===== config.mk =====
export PLATFORM = sky130hd
export DESIGN_NAME = sub_writeback
export DESIGN_NICKNAME = d
export VERILOG_FILES = /design/src/rtl/sub_writeback.sv
export SDC_FILE = /design/constraint.sdc
export NUM_CORES = 1
export LEC_CHECK = 0
export CORE_MARGIN = 2
export CORE_UTILIZATION = 35
export CTS_CLUSTER_DIAMETER = 60
export DETAILED_ROUTE_END_ITERATION = 12
export PLACE_DENSITY = 0.53
export SLEW_MARGIN = 20
export SYNTH_ARGS = -nofsm -noshare
export SYNTH_HDL_FRONTEND = slang
export SYNTH_SLANG_ARGS = --single-unit

===== constraint.sdc =====
create_clock -name clk -period 8.89 [get_ports clk]
set_input_delay 1.778 -clock clk [delete_from_list [all_inputs] [get_ports clk]]
set_output_delay 1.778 -clock clk [all_outputs]
set_load 0.02 [all_outputs]

===== src/rtl/sub_writeback.sv =====
// -----------------------------------------------------------------------------
// sub_writeback
//
// Purpose:
//   Collects the column elements produced by the subtract stage. Each column
//   arrives as 1 to 3 words. The words are held in a staging buffer and
//   copied as one unit into a 3x3 word array (mem[col][row]) during a
//   single COMMIT cycle. The array can be read at any time through a
//   registered read port. Staging contents never appear on the read port
//   before the commit.
//
// Optional feature:
//   SUB_WB_NORM_EN - when defined, adds the norm_sq output. norm_sq holds
//   the sum of the signed squares of the last committed column.
//
// Ports:
//   clk      in   1   rising-edge clock
//   reset    in   1   asynchronous active-high reset
//   start_w  in   1   write strobe; qualifies sub_o
//   sub_o    in   16  column element
//   stop     in   1   current word is the last of the column
//   col_sel  in   2   target column (0..2), sampled with the first word
//   ready    out  1   a word can be accepted this cycle
//   done     out  1   one-cycle pulse while the column commits
//   short    out  1   sticky; a column ended with fewer than 3 words
//   ovf      out  1   sticky; word offered while not ready, or col_sel=3
//   rd_col   in   2   read column index
//   rd_row   in   2   read row index
//   rd_data  out  16  registered read data (0 for index 3)
//   norm_sq  out  32  sum of squares of last committed column (macro only)
// -----------------------------------------------------------------------------
module sub_writeback (
    input  logic        clk,
    input  logic        reset,
    input  logic        start_w,
    input  logic [15:0] sub_o,
    input  logic        stop,
    input  logic [1:0]  col_sel,
    output logic        ready,
    output logic        done,
    output logic        short,
    output logic        ovf,
    input  logic [1:0]  rd_col,
    input  logic [1:0]  rd_row,
    output logic [15:0] rd_data
`ifdef SUB_WB_NORM_EN
    ,
    output logic [31:0] norm_sq
`endif
);

    localparam logic [1:0] IDLE   = 2'd0;
    localparam logic [1:0] FILL   = 2'd1;
    localparam logic [1:0] COMMIT = 2'd2;

    localparam logic [1:0] BAD_COL = 2'd3;

    logic [1:0]  state_r;
    logic [1:0]  state_nxt_s;
    logic        accept_s;
    logic [1:0]  col_r;
    logic [1:0]  row_r;
    logic [15:0] stage_r [0:2];
    logic [15:0] mem_r   [0:2][0:2];
    logic        ready_r;
    logic        done_r;
    logic        short_r;
    logic        ovf_r;
    logic [15:0] rd_data_r;

    // ready_r is kept equal to (state_r != COMMIT), so it qualifies acceptance
    assign accept_s = start_w & ready_r;

    // Next-state selection for the collect/commit FSM
    always_comb begin
        state_nxt_s = state_r;
        case (state_r)
            IDLE: begin
                if (accept_s) begin
                    if (stop) begin
                        state_nxt_s = COMMIT;
                    end else begin
                        state_nxt_s = FILL;
                    end
                end else begin
                    state_nxt_s = IDLE;
                end
            end
            FILL: begin
                // row_r==2 means this word fills the last row
                if (accept_s && (stop || (row_r == 2'd2))) begin
                    state_nxt_s = COMMIT;
                end else begin
                    state_nxt_s = FILL;
                end
            end
            COMMIT: begin
                state_nxt_s = IDLE;
            end
            default: begin
                state_nxt_s = IDLE;
            end
        endcase
    end

    // FSM state, registered status outputs, staging buffer and sticky flags
    always_ff @(posedge clk or posedge reset) begin
        if (reset) begin
            state_r    <= IDLE;
            ready_r    <= 1'b1;
            done_r     <= 1'b0;
            short_r    <= 1'b0;
            ovf_r      <= 1'b0;
            col_r      <= 2'd0;
            row_r      <= 2'd0;
            stage_r[0] <= 16'd0;
            stage_r[1] <= 16'd0;
            stage_r[2] <= 16'd0;
        end else begin
            state_r <= state_nxt_s;
            // ready and done are registered images of the next state
            ready_r <= (state_nxt_s != COMMIT);
            done_r  <= (state_nxt_s == COMMIT);
            case (state_r)
                IDLE: begin
                    if (accept_s) begin
                        col_r      <= col_sel;
                        // later rows are pre-cleared so unwritten rows commit as 0
                        stage_r[0] <= sub_o;
                        stage_r[1] <= 16'd0;
                        stage_r[2] <= 16'd0;
                        row_r      <= 2'd1;
                        if (col_sel == BAD_COL) begin
                            ovf_r <= 1'b1;
                        end
                    end
                end
                FILL: begin
                    if (accept_s) begin
                        stage_r[row_r] <= sub_o;
                        row_r          <= row_r + 2'd1;
                    end
                end
                COMMIT: begin
                    // row_r holds the number of words received in this column
                    if (row_r != 2'd3) begin
                        short_r <= 1'b1;
                    end
                    // a word offered while not ready is dropped and flagged
                    if (start_w) begin
                        ovf_r <= 1'b1;
                    end
                    row_r <= 2'd0;
                end
                default: begin
                    row_r <= 2'd0;
                end
            endcase
        end
    end

    // Column array: written only at the end of the COMMIT cycle
    always_ff @(posedge clk or posedge reset) begin
        if (reset) begin
            for (int c = 0; c < 3; c++) begin
                for (int r = 0; r < 3; r++) begin
                    mem_r[c][r] <= 16'd0;
                end
            end
        end else begin
            if ((state_r == COMMIT) && (col_r != BAD_COL)) begin
                for (int r = 0; r < 3; r++) begin
                    mem_r[col_r][r] <= stage_r[r];
                end
            end
        end
    end

    // Registered read port; the same edge as the commit still returns old data
    always_ff @(posedge clk or posedge reset) begin
        if (reset) begin
            rd_data_r <= 16'd0;
        end else begin
            if ((rd_col == 2'd3) || (rd_row == 2'd3)) begin
                rd_data_r <= 16'd0;
            end else begin
                rd_data_r <= mem_r[rd_col][rd_row];
            end
        end
    end

    assign ready   = ready_r;
    assign done    = done_r;
    assign short   = short_r;
    assign ovf     = ovf_r;
    assign rd_data = rd_data_r;

`ifdef SUB_WB_NORM_EN
    logic signed [31:0] sq_s;
    logic        [31:0] acc_r;
    logic        [31:0] norm_r;

    // Both operands are sign-extended to 32 bits, so the product is the signed square
    assign sq_s = $signed(sub_o) * $signed(sub_o);

    // Square accumulator, restarted by the first word of each column
    always_ff @(posedge clk or posedge reset) begin
        if (reset) begin
            acc_r  <= 32'd0;
            norm_r <= 32'd0;
        end else begin
            case (state_r)
                IDLE: begin
                    if (accept_s) begin
                        acc_r <= sq_s;
                    end
                end
                FILL: begin
                    if (accept_s) begin
                        acc_r <= acc_r + sq_s;
                    end
                end
                COMMIT: begin
                    // a discarded column leaves the last norm untouched
                    if (col_r != BAD_COL) begin
                        norm_r <= acc_r;
                    end
                end
                default: begin
                    acc_r <= 32'd0;
                end
            endcase
        end
    end

    assign norm_sq = norm_r;
`endif

endmodule


==> results.md, run 1 <==
- Final #Nets: 771
- CTS tree: built
- P_int: 0.00209 W
- Clk sink count: 218
- Vias in the first global route: 6,400
- Die Area: 27,900 um2
- Max clock buf depth: 3
- DR vias/cell: 5.41
- Startpoint Class: input pin
- Seq. cell area: 5460 um2
- Final ANT Viol Nets: 0
- Final Skew: 0.0135 ns
- Post-synth EDFFs: 0
- Endpoints failing setup: 0
- Share of the synthesized area in the top cell type: 58.3%
- Status: finished with violations
- Yosys top cell by area: dfrtp_1
- Initial Utilization: 35.7%
- Failing checks: design-rule violations
- Mean Syn Cell Area: 13.2 um2
- Chip height: 167 um
- Core area: 26,100 um2
- Buffers added on ports: 45
- Worst Path Arrival: 4.41 ns
- Async SR Flop Fraction: 100%
- Worst slack, placed: 4.78 ns
- Global-route wire length before repair: 37.0 mm
- Die extent in x: 167 um
- Gate count of the mapped netlist: 705
- # hold bufs at CTS: 0
- Crit path kind: input pin to register
- Min setup slack post-route: 4.87 ns
- Setup TNS: 0 ns
- Share of cells above drive strength 1: 27.4%
- Skew-Pair Late Insertion Delay: 0.52 ns
- Fill cell count: 2,422
- Initial antenna violation count: 0
- Final slew viol count: 0
- Crit-path max FO: 23
- Net Sw Frac: 25.9%
- Initial DRC count: 347
- Syn_nets: 735
- Worst vdd rail ir drop: 0.000117 V
- I/O Pins: 46
- Register area share after synthesis: 58.6%
- Yosys cell types: 38
- Crit path time final: 4.02 ns
- Congestion Overflow GR: 0
- RSZ-0062 raised after global routing: no
- Rel. slew slack: 28.6%
- Yosys warning total: 0
- CP required: 9.29 ns
- Pin count of the biggest net entering global routing: 146
- # diodes: 0
- WL final: 23.5 mm
- Total power draw: 0.00282 W
- Register share of total power: 47.3%
- CTS Buf Count: 25
- Top post-synthesis cells by area: dfrtp_1, mux2_2, o22ai_1
- Clock transition at path regs: 0.06 ns
- Clock share of power: 37.6%
- Maxcap violations: 0
- DR pass1 iterations: 9
- Multi-input logic area: 3560 um2
- Psw: 0.000731 W
- Root buf cell: clkbuf_16
- Fin. Hold Viols: 0
- Worst min-delay path category: register to register
- P_leak: 5.02 nW
- Comb pwr share: 15.1%
- Least-Margin Pin Slew: 1.06 ns
- Main synth FF type: dfrtp_1
- Crit path capture type: register
- WL/cell: 21.4 um
- Fin util: 41.6%
- Fin crit share: 45.2%
- Seq cells post-synth: 218
- Via Count: 5,924
- Fin Hold WS: 0.483 ns
- Post-synthesis cell area: 9320 um2
- Area grow syn2layout: 16.8%
- Rows: 59
- Gpl congestion: 0.749
- Resize count post-CTS: 0
- Htree depth: 1
- Achievable frequency: 0.249 GHz
- DRC errors left: 2
- Setup Fix Bufs, Post-CTS: 0
- Total track usage: 16.9%
- FF-to-FF setup slack: 6.64 ns
- DP HPWL: 13.3 mm
- Power per Cell Area: 259 nW/um2
[worst paths after layout]
| check | from | end | depth (start not counted) |
|---|---|---|---|
| setup / recovery | rd_col[0] | rd_data[9]$_DFF_PP0_ | 6 |
| hold / removal | short$_DFFE_PP0P_ | short$_DFFE_PP0P_ | 1 |
| setup reg to reg | state_r[0]$_DFF_PP0_ | mem_r[34]$_DFFE_PP0P_ | 4 |
| hold reg to reg | short$_DFFE_PP0P_ | short$_DFFE_PP0P_ | 1 |
| max in group asynchronous | reset | rd_data[10]$_DFF_PP0_ | 3 |
| min in group asynchronous | reset | mem_r[112]$_DFFE_PP0P_ | 2 |
[state kept, by name (all words and copies together), names as in the netlist]
name,count
mem_r,144
col_r,2
ready,1
state_r,2
rd_data,16
short,1
stage_r,48
done,1
row_r,2
ovf,1
[critical path, stage by stage]
cell	delay (ns)
clkdlybuf4s50_1	0.48
buf_4	0.28
clkinv_1	0.89
o22ai_1	0.58
o21ai_0	0.16
o211a_1	0.23
[power by group through the flow]
stage               combinational (W)  sequential (W)  clock [W]
global placement             0.000417         0.00134          0
global route                 0.000471         0.00136    0.00113
CTS                          0.000434         0.00134    0.00109
detailed placement           0.000433         0.00135          0
floorplan                    0.000318         0.00131          0
finish                       0.000427         0.00133    0.00106
[metrics by stage]
step / cell area, um2 / cells
after floorplan: 9320 / 705
after global placement: 10000 / 1049
after detailed placement: 10000 / 1049
after CTS: 10900 / 1095
after global routing: 10900 / 1095
final: 10900 / 1095
[cells in the mapped netlist (all sizes together), types with 5 or more instances]
cell type	n
dfrtp	217
mux2	162
o21ai	49
o22ai	44
nand2	42
buf	32
nand3	18
a21oi	16
a22o	16
clkbuf	15
inv	11
nor2	11
o211a	11
a211oi	10
and2	10
nor3	7
a22oi	5
and4	5
mux2i	5
[area by class of cell]
cell class	instances	area share, %
flip-flops and latches	218	50.1
inverters	11	0.494
well taps	335	3.85
repair buffers	56	4.90
clock buffers	38	6.84
clock inverters	8	1.09
multi-input cells	429	32.7
[logic make-up (layout without fill, tap and decap cells)]
| group | after synthesis | count (layout) | synth area share, % |
|---|---|---|---|
| fa+ha+maj | 4 | 4 | 0.537 |
| mux | 167 | 167 | 20.1 |
| simple gates | 102 | 102 | 5.90 |
| flops | 218 | 218 | 58.6 |
| compound gates | 156 | 156 | 11.3 |
| buf+inv | 58 | 113 | 3.63 |
[cell usage in the layout (no fill, tap or decap), types with 14 or more instances in the layout]
cell type | Yosys | final
a21oi_1 | 14 | 14
a22o_1 | 16 | 16
clkbuf_16 | 0 | 25
clkdlybuf4s50_1 | 0 | 45
dfrtp_1 | 217 | 217
mux2_1 | 24 | 24
mux2_2 | 138 | 138
nand2_1 | 42 | 42
nand3_1 | 18 | 18
o21ai_0 | 49 | 49
o22ai_1 | 44 | 44
[routing by layer]
metal  track usage (%)  share of wire [%]  vias up
met5                 0                  0        -
met4              5.14                2.0        0
met3              2.62                4.5       35
met2              27.9                 48      152
met1              23.1                 45     3091
li1                  -                  -     2646
(Power assumes the default switching activity.)
==> run 2: changes to the inputs <==
--- a/config.mk
+++ b/config.mk
@@ -9,7 +9,7 @@
 export CORE_UTILIZATION = 35
 export CTS_CLUSTER_DIAMETER = 60
 export DETAILED_ROUTE_END_ITERATION = 12
-export PLACE_DENSITY = 0.53
+export PLACE_DENSITY = 0.55
 export SLEW_MARGIN = 20
 export SYNTH_ARGS = -nofsm -noshare
 export SYNTH_HDL_FRONTEND = slang
==> constraint.sdc (replaced) <==
create_clock -name clk -period 3.54 [get_ports clk]
set_input_delay 0.708 -clock clk [delete_from_list [all_inputs] [get_ports clk]]
set_output_delay 0.708 -clock clk [all_outputs]
set_load 0.02 [all_outputs]
==> results.md, run 2 (synthesis gave the netlist of run 1 again) <==
- Status: finished with violations
- Failing checks: design-rule violations
- Achievable frequency: 0.413 GHz
- Register with the most flip-flops: mem_r
- Crit path kind: register to output port
- Crit-path max cell delay: 0.62 ns (-0.27 ns)
- Max clock buf depth: 3 (unchanged)
- Via Count: 6,004 (+1.4%)
- Resize count post-CTS: 0 (unchanged)
- Fin. Hold Viols: 0 (unchanged)
- Chip height: 167 um (unchanged)
- Finished Cell Area: 11,100 um2 (+1.7%)
- Setup TNS: 0 ns (unchanged)
- Congestion Overflow GR: 0 (unchanged)
- Most common cell after layout, fill and taps aside: dfrtp_1
- Final #Nets: 785 (+1.8%)
- Final Non-Filler Cells: 1,109 (+1.3%)
- # hold bufs at CTS: 0 (unchanged)
- Clock transition at path regs: 0.06 ns (about the same)
- Multi-input logic area: 3550 um2 (-0.21%)
- Global-route wire length before repair: 36.9 mm (-0.19%)
- I/O Pins: 46 (unchanged)
- CTS tree: built
- DR vias/cell: 5.41 (about the same)
- Power per Cell Area: 645 nW/um2 (+150%)
- Clk sink count: 218 (unchanged)
- Maxcap violations: 0 (unchanged)
- Worst Path Buf+Inv: 1 (-2)
- Total track usage: 16.7% (-0.16 points)
- Critical-path top delay cell: clkdlybuf4s50_1
- Fill cell count: 2,385 (-1.5%)
- Die Area: 27,900 um2 (unchanged)
- Die extent in x: 167 um (unchanged)
- Commonest non-fill, non-tap cells in the layout: dfrtp_1, mux2_2, o21ai_0
- DRC errors left: 2 (unchanged)
- Inst Count DP: 1,063 (+1.3%)
- Setup Fix Bufs, Post-CTS: 0 (unchanged)
- WL/cell: 20.9 um (-2.6%)
- Worst Path Arrival: 1.72 ns (-2.69 ns)
- Share of cells above drive strength 1: 28.7% (+1.3 points)
- CTS Buf Count: 25 (unchanged)
- Skew-Pair Late Insertion Delay: 0.52 ns (about the same)
- Initial antenna violation count: 0 (unchanged)
- Rows: 59 (unchanged)
- Worst vdd rail ir drop: 0.000279 V (+140%)
- Buffers added on ports: 45 (unchanged)
- RSZ-0062 raised after global routing: no
- Core area: 26,100 um2 (unchanged)
- # diodes: 0 (unchanged)
- CP required: 2.83 ns (-6.46 ns)
- Area after DPL: 10,200 um2 (+1.9%)
- Endpoints failing setup: 0 (unchanged)
- Initial DRC count: 373 (+7.5%)
- DR pass1 iterations: 8 (-1)
- Vias in the first global route: 6,412 (+0.19%)
- Final ANT Viol Nets: 0 (unchanged)
- Root buf cell: clkbuf_16
- P_leak: 5.13 nW (+2.0%)
- Worst min-delay path category: register to register
- Pin count of the biggest net entering global routing: 55 (-62%)
- Final Skew: 0.00766 ns (-0.00584 ns)
- Final slew viol count: 0 (unchanged)
- Min setup slack post-route: 1.12 ns (-3.76 ns)
- CP Cell Sequence: clkdlybuf4s50_1
- Crit-path max FO: 5 (-78%)
- Total power draw: 0.00714 W (+150%)
- Initial Utilization: 35.7% (unchanged)
- Least-Margin Pin Slew: 0.955 ns (-0.109 ns)
- DP HPWL: 14.0 mm (+5.0%)
- Crit path capture type: output port
- Rel. slew slack: 36.3% (+7.7 points)
- WL final: 23.1 mm (-1.4%)
- Gpl congestion: 0.785 (+4.8%)
- Startpoint Class: register
- Fin crit share: 68.5%
- Area grow syn2layout: 18.7%
- Htree depth: 1 (unchanged)
- Seq. cell area: 5460 um2 (unchanged)
- Crit-path leading delay family: buffers and inverters
- Worst slack, placed: 0.796 ns (-3.99 ns)
- Crit path time final: 2.42 ns
- Max reg flops: 144 (unchanged)
[run 2: cell count changes in the layout (fill, tap and decap cells not counted), moves of 2 or more]
cell,before,now
inv_1,8,10
buf_12,0,7
clkinv_2,4,6
clkbuf_8,7,4
buf_4,11,18
[run 2: final timing paths]
| check | startpoint | to | slack (ns) | depth (start not counted) |
|---|---|---|---|---|
| worst max register to register | state_r[0]$_DFF_PP0_ | mem_r[83]$_DFFE_PP0P_ | 1.33 | 4 |
| worst max-delay path | ready$_DFF_PP1_ | ready | 1.12 | 1 |
| worst min-delay path | mem_r[7]$_DFFE_PP0P_ | mem_r[7]$_DFFE_PP0P_ | 0.49 | 1 |
| max in group asynchronous | reset | ready$_DFF_PP1_ | 2.16 | 3 |
| worst min register to register | mem_r[7]$_DFFE_PP0P_ | mem_r[7]$_DFFE_PP0P_ | 0.49 | 1 |
| min in group asynchronous | reset | mem_r[92]$_DFFE_PP0P_ | 0.65 | 2 |
[run 2: stage by stage]
stage	hold slack (ns)	utilization [%]
5_1_grt	0.504	42.3
6_report	0.485	42.3
3_3_place_gp	0.457	39.0
4_1_cts	0.487	42.3
3_5_place_dp	0.474	39.0
2_1_floorplan	0.453	-
[run 2: layout make-up]
type | instances | share of cell area, %
flip-flops and latches | 218 | 49.3
multi-input cells | 429 | 32.1
repair buffers | 70 | 6.56
clock buffers | 34 | 6.32
well taps | 335 | 3.79
clock inverters | 12 | 1.54
inverters | 11 | 0.407
[run 2: power by group]
part	internal (W)	switching, W
clock network	0.00168	0.00102
registers	0.00301	0.000350
logic	0.000606	0.000481
[run 2: per-layer routing]
layer / vias to the layer above / global-route usage, % / wire length, um
li1: 2681 / - / -
met1: 3183 / 23.0 / 10500
met2: 105 / 28.3 / 11400
met3: 35 / 2.17 / 867
met4: 0 / 4.23 / 432
met5: - / 0 / 0
